[src/rtl/data_mem_responder.sv]
// Word-organised data memory that answers read/write requests after a fixed number of wait states.
// Define MEM_RAND_LATENCY_EN to add an LFSR-driven extra latency of 0..3 cycles per request.
module data_mem_responder #(
    parameter int         DATA_WIDTH = 32,
    parameter int         RAM_AMOUNT = 32,
    parameter int         LATENCY    = 2,
    parameter logic [7:0] LFSR_SEED  = 8'hA5
) (
    input  logic                  clk,
    input  logic                  rst_n,
    input  logic                  i_rd,
    input  logic                  i_we,
    input  logic [3:0]            i_ctrl,
    input  logic [DATA_WIDTH-1:0] i_addr,
    input  logic [DATA_WIDTH-1:0] i_di,
    output logic [DATA_WIDTH-1:0] o_dout,
    output logic                  o_dout_ready,
    output logic                  o_busy
);

    localparam int AW    = $clog2(RAM_AMOUNT);
    localparam int CNT_W = 5;

    typedef enum logic [1:0] {IDLE, WAIT, RESP} state_t;

    state_t                state;
    logic [CNT_W-1:0]      cnt;
    logic [CNT_W-1:0]      wait_load;
    logic [AW-1:0]         req_idx;
    logic [3:0]            req_ctrl;
    logic [DATA_WIDTH-1:0] req_data;
    logic                  req_write;
    logic [AW-1:0]         in_idx;
    logic                  accept;
    logic                  addr_unused;

    logic [DATA_WIDTH-1:0] mem [RAM_AMOUNT];

    function automatic logic [DATA_WIDTH-1:0] lane_mask(input logic [3:0] ctrl);
        logic [DATA_WIDTH-1:0] m;
        m = '0;
        for (int i = 0; i < 4; i++) begin
            if (8 * i + 7 < DATA_WIDTH) m[8*i +: 8] = {8{ctrl[i]}};
        end
        return m;
    endfunction

    assign in_idx      = i_addr[AW+1:2];
    assign accept      = (state == IDLE) && (i_rd || i_we);
    assign addr_unused = ^{i_addr[DATA_WIDTH-1:AW+2], i_addr[1:0]};

`ifdef MEM_RAND_LATENCY_EN
    logic [7:0] lfsr;

    // Latency jitter is sampled from the LFSR value present at acceptance, then the LFSR steps.
    always_ff @(posedge clk or negedge rst_n) begin
        if (!rst_n) begin
            lfsr <= LFSR_SEED;
        end else if (accept) begin
            lfsr <= {lfsr[6:0], lfsr[7] ^ lfsr[5] ^ lfsr[4] ^ lfsr[3]};
        end
    end

    assign wait_load = CNT_W'(LATENCY - 1) + CNT_W'(lfsr[1:0]);
`else
    assign wait_load = CNT_W'(LATENCY - 1);
`endif

    // Read data and the ready pulse are produced on the edge entering RESP so both are valid in that cycle.
    always_ff @(posedge clk or negedge rst_n) begin
        if (!rst_n) begin
            state        <= IDLE;
            cnt          <= '0;
            o_dout       <= '0;
            o_dout_ready <= 1'b0;
            o_busy       <= 1'b0;
            req_idx      <= '0;
            req_ctrl     <= '0;
            req_data     <= '0;
            req_write    <= 1'b0;
        end else begin
            o_dout_ready <= 1'b0;
            case (state)
                IDLE: begin
                    if (accept) begin
                        req_idx   <= in_idx;
                        req_ctrl  <= i_ctrl;
                        req_data  <= i_di;
                        req_write <= i_we;
                        cnt       <= wait_load;
                        o_busy    <= 1'b1;
                        if (wait_load == '0) begin
                            state        <= RESP;
                            o_dout_ready <= 1'b1;
                            if (!i_we) o_dout <= mem[in_idx] & lane_mask(i_ctrl);
                        end else begin
                            state <= WAIT;
                        end
                    end
                end
                WAIT: begin
                    cnt <= cnt - CNT_W'(1);
                    if (cnt == CNT_W'(1)) begin
                        state        <= RESP;
                        o_dout_ready <= 1'b1;
                        if (!req_write) o_dout <= mem[req_idx] & lane_mask(req_ctrl);
                    end
                end
                RESP: begin
                    state  <= IDLE;
                    o_busy <= 1'b0;
                end
                default: begin
                    state  <= IDLE;
                    o_busy <= 1'b0;
                end
            endcase
        end
    end

    // Writes commit on the edge leaving RESP; an async reset forces IDLE first, so a pending write is dropped.
    always_ff @(posedge clk) begin
        if (state == RESP && req_write) begin
            mem[req_idx] <= (mem[req_idx] & ~lane_mask(req_ctrl)) | (req_data & lane_mask(req_ctrl));
        end
    end

endmodule

[config.mk]
export PLATFORM = sky130hd
export DESIGN_NAME = data_mem_responder
export DESIGN_NICKNAME = d
export VERILOG_FILES = /design/src/rtl/data_mem_responder.sv
export SDC_FILE = /design/constraint.sdc
export NUM_CORES = 1
export LEC_CHECK = 0
export ABC_CLOCK_PERIOD_IN_PS = 12800
export BUFFER_PORTS_ARGS = -buffer_cell sky130_fd_sc_hd__clkbuf_2
export CAP_MARGIN = 25
export CORE_ASPECT_RATIO = 1.2
export CORE_MARGIN = 3
export CORE_UTILIZATION = 28
export CTS_CLUSTER_SIZE = 25
export DETAILED_ROUTE_END_ITERATION = 7
export HOLD_SLACK_MARGIN = 0.05
export PLACE_DENSITY = 0.51
export SLEW_MARGIN = 10
export SYNTH_ARGS = -nofsm -noshare
export SYNTH_HDL_FRONTEND = slang
export SYNTH_SLANG_ARGS = --single-unit
export TNS_END_PERCENT = 50
[constraint.sdc]
create_clock -name clk -period 12.8 [get_ports clk]
set_input_delay 1.28 -clock clk [delete_from_list [all_inputs] [get_ports clk]]
set_output_delay 1.28 -clock clk [all_outputs]
set_load 0.005 [all_outputs]
## After elaboration in Yosys (flattened, before gate mapping)

Memory sizes are Yosys's and may differ from the RTL's.
Cells that the tools add are included.

| storage, ports and cells | value |
|---|---|
| register bits after elaboration | 83 |
| bits in writable memories | 1,024 |
| input bits | 72 |
| memories | 1 |

Memories:

| name | words | bits a word | rd ports | clocked after Yosys merged registers in | wr ports | line | text |
|---|---|---|---|---|---|---|---|
| mem | 32 | 32 | 1 | 0 | 1 | 37 | `logic [DATA_WIDTH-1:0] mem [RAM_AMOUNT];` |

| operators by class | value |
|---|---|
| add/sub/neg operators | 1 |
| equality and inequality tests | 5 |
| multiplexer cells | 27 |
| bitwise logic cells | 7 |
| reductions and logical operators | 10 |

Operators with widths:

| operator | count |
|---|---|
| $mux 8 | 16 |
| $and 32x32->32 | 3 |
| $not 32->32 | 1 |
| $or 32x32->32 | 1 |
| $pmux 5 s2 | 1 |
| $reduce_and 2->1 | 4 |
| $eq 5x1->1 const B | 1 |
| $mux 1 | 5 |
| $mux 5 | 1 |
| $sub 5x1->5 const B | 1 |
| $mux 2 | 2 |
| $ne 2x2->1 const B | 2 |
| $pmux 2 s2 | 1 |
| $reduce_and 3->1 | 1 |
| $eq 2x1->1 const B | 1 |
| $eq 2x2->1 const B | 1 |
| $logic_and 1x1->1 | 2 |
| $logic_not 2->1 | 1 |
| $not 1->1 | 2 |
| $pmux 1 s2 | 1 |
| $reduce_bool 2->1 | 1 |
| $logic_or 1x1->1 | 1 |

## Depth between registers and ports, before layout

Gate-level depths: netlist (run 1).

| depth | value |
|---|---|
| depth after elaboration | 6 |
| depth in mapped cells | 9 |
| mapped depth without buffers | 7 |

## Least setup slack after synthesis (run 1)

No wires, ideal clock.

| timing | value |
|---|---|
| path kind | reg2reg |
| start | register req_idx[1] |
| end | memory mem[24][0], enable pin |
| library setup time | 0.461 ns |
| data arrival time | 3.558 ns |
| required time | 12.339 ns |
| path slack | 8.781 ns |
| stages on the path, launching flop included | 7 |
| path buffers | 4 |
| period minus slack after synthesis | 4.019 ns |
| path through | dfrtp_1 -> clkbuf_1 -> clkbuf_1 -> buf_2 -> or3_1 -> clkbuf_1 -> nor3_1 |

RTL lines:

| element | line | text |
|---|---|---|
| start, declared | 29 | `logic [AW-1:0] req_idx;` |
| start signal, assigned | 86 | `req_idx <= in_idx;` |
| end, declared | 37 |  |

Straight into the memory's write port.

## Worst setup path after layout (run 1)

| timing | value |
|---|---|
| start | register req_idx[1] |
| end | memory mem[20][5] (data pin) |

| between the ends | value |
|---|---|
| cells in the longest elaborated chain, start to end | 3 |

Ends and longest elaborated chain:

| element | line | text |
|---|---|---|
| $mem_v2 32x32 | n/a |  |
| $and 32x32->32 | 124 | `mem[req_idx] <= (mem[req_idx] & ~lane_mask(req_ctrl)) \| (req_data & lane_mask(req_ctrl));` |
| $or 32x32->32 | 124 |  |

Every way passes these cells.

==> results.md, run 1 <==
* Vias in the first global route at between 20000 and 25000
* Fmax at 201 MHz
* GPL Wtd Cong at between 0.7 and 0.8
* Sequential area share after synthesis at 76.9%
* First-pass GRT wire length at 167000 um
* Share of cells above drive strength 1 at between 10% and 20%
* Worst-path fanout max at 56
* Area of the die at about 0.16 mm^2
* Hold_sp: req_data[15]
* Clock buffer depth at 3
* Setup CP Type: flip-flop to flip-flop
* TritonCTS Buffers at 108
* Simple-Gate Fraction of Synth Area at around 3.4%
* Antenna Nets Post-Route at 0
* Combinational family with the most area after synthesis: multiplexers
* Top Ports at about 110
* RSZ-0062 raised after global routing: no
* Syn Nets at around 2500
* Critical Path Source Type: flip-flop
* RR Startpoint: req_idx[1]
* I/O Buffers at 78
* GRT met2 Usage at between 20% and 30%
* Mux cell area share after synthesis at ~13%
* Overflow after GRT at 0
* Fin Clk Skew at roughly 0.036 ns
* Sink Count at around 1100
* Met3 global-route usage at roughly 2.3%
* Finish-stage setup viols at 0
* Core Area at 0.151 mm^2
* Vias per cell at 4.90
* # Post-CTS Setup Buffers at 0
* Cts repair resizes at 0
* Number of synthesized flops with an enable pin at roughly 1000
* Initial drt markers at approximately 1900
* Initial antenna violation count at 2
* Post-Synth XOR/XNOR Area at less than 1%
* Endpoints failing hold at 0
* Post-synthesis register bit count at about 1100
* Top FF cell, synth: edfxtp_1
* Clk Latency, worst-skew pair at 0.71 ns
* Max-cap viol count at 0
* HPWL Detailed at around 65000 um
* Mapped Cells at about 2400
* Synth Cell Area at 0.0427 mm^2
* Asr flop ratio synth at under 10%
* Synth Area in Compound Gates at between 4 and 5%
* Clock period minus final worst setup slack at around 5 ns
* CTS root buf: clkbuf_16
* Launch point of the worst path: req_idx[1]
* CP required at roughly 13 ns
* Status: completed
* Met1 Use GR at between 20% and 30%
* Adder-Cell Fraction of Synth Area at less than 1%
* Final WL at 117000 um
* Leakage at roughly 17 nW
* Worst-margin pin slew at 1.08 ns
* Final Cycle Share at 38.8%
* Cell Rows at approximately 160
* Hold Buf Count CTS at 0
* Crit end category: flip-flop
* Slew HR at 27.7%
* Setup TNS at 0 ns
* Htree depth at 3
* Wire per inst at between 20 and 30 um
* Synthesis-to-layout area growth at 15.3%
* WP data arrival at 5.31 ns
* Starting Density at between 20% and 30%
* Post-Place Cells at roughly 4400
* DRC violations left at 0
* Total number of vias at ~22000
* Ys Warns at 0
* Pins over their slew limit at 0
* Post-Layout Cell Count at approximately 4600
* Worst VDD drop at ~0.15 mV
* Layout Nets at 2589
* Largest net degree at the start of global routing at around 120
* Syn Area/Cell at between 15 and 20 um^2
* GRT busiest layer: met2
* Hold Crit Class: flip-flop to flip-flop
* Total GRT Usage at between 10 and 15%
* Die Wd at around 360 um
* CTS tree: built
* Die H at 434 um
* Filler cells at between 10000 and 15000
* Clk slew on worst S/H paths at 0.06 ns
* Synth cell types at 38
* Pwr Density at 250 mW/mm^2
* Detailed Routing Iterations Pass 1 at 5
Yosys cell counts (2+ instances only):
library cell / instances / area [um^2]
nand2b_1: 2 / 12.5
mux2_2: 32 / 360
buf_2: 94 / 470
nor4_1: 64 / 400
dfrtp_1: 83 / 2080
o22ai_1: 226 / 1410
ha_1: 2 / 25.0
or3_1: 2 / 12.5
buf_6: 6 / 67.6
inv_2: 4 / 15.0
buf_1: 2 / 7.51
nor3_1: 5 / 25.0
nand4b_1: 4 / 35.0
nand3_1: 5 / 25.0
nand4bb_1: 6 / 67.6
or3b_2: 2 / 17.5
inv_1: 4 / 15.0
or4_1: 2 / 15.0
clkbuf_1: 23 / 86.3
and2_1: 2 / 12.5
or4b_1: 4 / 40.0
nor2_1: 37 / 139
a22o_1: 32 / 280
nand3b_1: 3 / 22.5
mux2i_1: 512 / 5120
edfxtp_1: 1024 / 30700
o21ai_0: 9 / 45.0
buf_4: 14 / 105
nand2_1: 155 / 582
o22ai_2: 30 / 375
per-layer routing:
metal  up-vias  part of all wire, %
met3       138                  5.4
met2       643                   48
met4         0                  2.0
met5         -                    0
met1     11800                   44
li1       9832                    -
placed cells by master (no fill, tap or decap), types with 3 or more instances in the layout:
cell / synthesis / routed
edfxtp_1: 1024 / 1024
mux2i_1: 512 / 512
o22ai_1: 226 / 226
nand2_1: 155 / 155
clkbuf_16: 0 / 111
dfrtp_1: 83 / 82
clkbuf_2: 0 / 78
buf_4: 14 / 65
nor4_1: 64 / 64
mux2_2: 32 / 32
a22o_1: 32 / 32
clkbuf_1: 23 / 31
o22ai_2: 30 / 30
nor2_4: 0 / 28
clkinv_2: 0 / 20
clkinv_1: 0 / 20
nor2_1: 37 / 9
o21ai_0: 9 / 9
clkbuf_8: 0 / 8
bufinv_16: 0 / 7
nand4bb_4: 0 / 6
nand3_1: 5 / 5
inv_1: 4 / 4
nand4b_1: 4 / 4
inv_2: 4 / 4
nor3_2: 0 / 4
or4b_2: 1 / 3
nand3b_1: 3 / 3
cell type report:
class                           count  area [um^2]  share of cell area, %
Timing Repair Buffer              146          941                   1.91
Multi-Input combinational cell   1144         9440                   19.2
Clock buffer                      150         3000                   6.11
Tap cell                         1975         2470                   5.02
Antenna cell                        2         5.00                 0.0102
Inverter                            8         30.0                 0.0610
Clock inverter                     54          470                  0.956
Sequential cell                  1107        32800                   66.7
cells by family after synthesis:
family                     Yosys count
xor gates and xnor gates             1
muxes                              544
adders and majority gates            2
DFF                               1107
AOI/OAI and AO/OA                  300
buffers and inverters              147
and+or+nand+nor                    297
worst paths after layout:
kind / cells after the start / endpoint / slack, ns
worst max-delay path: 7 / mem[20][5] / 7.83
worst min-delay path: 2 / req_data[15] / 0.47
worst max register to register: 7 / mem[20][5] / 7.83
worst min register to register: 2 / req_data[15] / 0.47
max in group asynchronous: 2 / req_data[10] / 11.01
min in group asynchronous: 1 / req_data[20] / 0.50
metrics by stage:
| stage | hold slack (ns) | power, mW | utilization, % | setup WS (ns) | instance area (um^2) |
|---|---|---|---|---|---|
| 2_1_floorplan | 0.442 | 7.86 | - | 8.78 | 42700 |
| 3_3_place_gp | 0.457 | 9.24 | 30.2 | 7.78 | 45700 |
| 5_1_grt | 0.489 | 12.8 | 32.6 | 7.52 | 49200 |
| 4_1_cts | 0.450 | 12.4 | 32.6 | 7.71 | 49200 |
| 3_5_place_dp | 0.459 | 9.30 | 30.3 | 7.73 | 45700 |
| 6_report | 0.473 | 12.3 | 32.6 | 7.83 | 49200 |
power by group:
group / internal [mW] / leakage (nW) / total, mW / switching (mW)
clock network: 1.78 / 1.70 / 3.13 / 1.35
registers: 5.42 / 10.3 / 5.58 / 0.155
logic: 0.985 / 4.61 / 3.57 / 2.58
total: 8.19 / 16.6 / 12.3 / 4.09
registers in the layout, summed over array words and instances, names as in the netlist:
signal and count:
cnt 5, req_idx 5, req_data 32, mem 1024
o_dout 32, o_dout_ready 1, req_ctrl 4, req_write 1
o_busy 1, state 2
critical path, stage by stage (launching register included):
cell	delay (ns)
dfrtp_4	0.84
buf_4	0.91
buf_4	0.90
mux2i_1	0.28
o22ai_1	0.15
nor4_1	0.58
nand2_1	0.23
mux2_2	0.55
No activity file was read; power rests on OpenSTA's default activity.
==> run 2, diff against run 1 <==
--- a/config.mk
+++ b/config.mk
@@ -5,7 +5,7 @@
 export SDC_FILE = /design/constraint.sdc
 export NUM_CORES = 1
 export LEC_CHECK = 0
-export ABC_CLOCK_PERIOD_IN_PS = 12800
+export ABC_CLOCK_PERIOD_IN_PS = 4600
 export BUFFER_PORTS_ARGS = -buffer_cell sky130_fd_sc_hd__clkbuf_2
 export CAP_MARGIN = 25
 export CORE_ASPECT_RATIO = 1.2
==> constraint.sdc (replaced) <==
create_clock -name clk -period 4.6 [get_ports clk]
set_input_delay 0.46 -clock clk [delete_from_list [all_inputs] [get_ports clk]]
set_output_delay 0.46 -clock clk [all_outputs]
set_load 0.005 [all_outputs]
==> results.md, run 2 (same netlist as run 1, synthesis figures left out) <==
* Status: completed
* Setup TNS at 0 ns (unchanged)
* First-pass GRT wire length at 169000 um (+1.4%)
* Htree depth at 3 (unchanged)
* Fin Clk Skew at 0.0287 ns (-0.00753 ns)
* Cts repair resizes at 0 (unchanged)
* Top flop regs: mem (1024), o_dout (32), req_data (32)
* Endpoints failing hold at 0 (unchanged)
* Antenna Nets Post-Route at 0 (unchanged)
* Total GRT Usage at 14.9% (+0.16 points)
* Final Cycle Share at 87.1% (+48 points)
* Overflow after GRT at 0 (unchanged)
* Worst VDD drop at 0.360 mV (+140%)
* Largest register FFs at 1024 (unchanged)
* Met3 global-route usage at 1.91% (-0.44 points)
* GPL Wtd Cong at 0.761 (+2.5%)
* # Post-CTS Setup Buffers at 0 (unchanged)
* GRT met2 Usage at 24.7% (+0.44 points)
* HPWL Detailed at 70000 um (+8.0%)
* TritonCTS Buffers at 108 (unchanged)
* Die Wd at 362 um (unchanged)
* Synthesis-to-layout area growth at 17.9%
* Hold Buf Count CTS at 38 (+38)
* Biggest register: mem
* Finish-stage setup viols at 0 (unchanged)
* DRC violations left at 0 (unchanged)
* RSZ-0062 raised after global routing: no
* Worst-path fanout max at 32 (-43%)
* Vias per cell at 4.87 (-0.57%)
* Setup CP Type: flip-flop to flip-flop
* Die H at 434 um (unchanged)
* CP max-delay cell: dfrtp_1
* Pins over their slew limit at 0 (unchanged)
* Core Area at 0.151 mm^2 (unchanged)
* Largest net degree at the start of global routing at 49 (-59%)
* WP data arrival at 4.34 ns (-0.97 ns)
* Slew HR at 27.3% (-0.36 points)
* CTS root buf: clkbuf_16
* CP required at 4.94 ns (-8.21 ns)
* Most frequent cells in the layout: 1024 x edfxtp_1, 512 x mux2i_1, 226 x o22ai_1, 155 x nand2_1, 116 x buf_4
* Clock buffer depth at 3 (unchanged)
* Reg-to-reg setup timing slack at 0.59 ns (-7.24 ns)
* Vias in the first global route at 23000 (+4.1%)
* Pwr Density at 683 mW/mm^2 (+170%)
* Fmax at 250 MHz (+24%)
* Crit end category: flip-flop
* Commonest non-fill, non-tap cell in the layout: edfxtp_1
* Critical Path Source Type: flip-flop
* Worst-margin pin slew at 1.08 ns (+0.00217 ns)
* Total power at 34.4 mW (+180%)
* Cell Rows at 156 (unchanged)
* Clock period minus final worst setup slack at 4.01 ns (-0.961 ns)
* Final WL at 118000 um (+0.86%)
* Area of the die at 0.157 mm^2 (unchanged)
* Cells along the critical path: or4b_2 > buf_4 > o22ai_1 > nor4_1 > nand2_1 > mux2_2
* Initial drt markers at 1917 (+2.1%)
* Sink Count at 1107 (unchanged)
* Met1 Use GR at 20.2% (+0.088 points)
* Max-cap viol count at 0 (unchanged)
* Share of cells above drive strength 1 at 18.0% (+2.0 points)
* Leakage at 17.2 nW (+3.4%)
* Layout Nets at 2693 (+4.0%)
* GRT busiest layer: met2
* Starting Density at 28.3% (unchanged)
* CTS tree: built
* CP max stage delay at 0.85 ns (-0.06 ns)
* Wire per inst at 25.2 um (-1.4%)
* Hold Crit Class: input pin to flip-flop
* Clk slew on worst S/H paths at 0.06 ns (about the same)
* Top Ports at 106 (unchanged)
* Detailed Routing Iterations Pass 1 at 5 (unchanged)
* Initial antenna violation count at 5 (+3)
* I/O Buffers at 78 (unchanged)
* Total number of vias at 22800 (+1.7%)
* Clk Latency, worst-skew pair at 0.70 ns (about the same)
[run 2: changes by cell type in the layout (fill, tap and decap cells not counted), sizes merged, moves of 2 or more]
cell / change
dlygate4sd3: +38
inv: +2
buf: +67
bufinv: -2
clkinv: -12
clkbuf: +12
[run 2: final timing paths]
check / startpoint / end / cells past startpoint
max: req_idx[0] / mem[25][21] / 6
min in group asynchronous: rst_n / o_dout[21] / 2
min reg2reg: req_data[15] / req_data[15] / 2
max in group asynchronous: rst_n / o_dout[13] / 3
min: i_di[24] / req_data[24] / 3
max reg2reg: req_idx[0] / mem[25][21] / 6
[run 2: through the flow]
stage / worst slack (ns) / area, um^2 / std cells / hold WS (ns) / utilization (%)
floorplan: 0.581 / 42700 / 2398 / 0.164 / -
global placement: 0.605 / 46400 / 4445 / 0.460 / 30.7
finish: 0.595 / 50300 / 4689 / 0.163 / 33.3
global route: 0.454 / 50300 / 4688 / 0.146 / 33.3
detailed placement: 0.614 / 46400 / 4446 / 0.462 / 30.7
CTS: 0.563 / 50300 / 4688 / 0.0907 / 33.3
[run 2: power breakdown]
part | internal, mW | switching [mW] | leakage (nW) | total [mW]
Combinational | 3.00 | 6.97 | 5.14 | 9.96
Sequential | 15.1 | 0.526 | 10.3 | 15.6
Clock | 5.07 | 3.74 | 1.75 | 8.82
[run 2: routing by layer]
metal | vias to the layer above | share of wire, %
met4 | 6 | 2.5
li1 | 10000 | -
met3 | 155 | 5.4
met1 | 12000 | 44
met5 | - | 0.035
met2 | 640 | 48
[run 2: area by class of cell]
cell class	count	area, um^2
antenna	1	2.50
tap	1975	2470
fill	14500	101000
timing repair buffer	250	2020
clock inverter	41	360
clock buffer	163	3190
multi-input combinational	1144	9440
inverter	8	30.0
sequential	1107	32800
[run 2: critical path, delay by kind of cell, from the launching register on]
| kind | cells | cell delay (ns) |
|---|---|---|
| compound gates | 1 | 0.11 |
| buf+inv | 1 | 0.39 |
| flops | 1 | 0.85 |
| mux | 1 | 0.56 |
| simple gates | 3 | 1.69 |
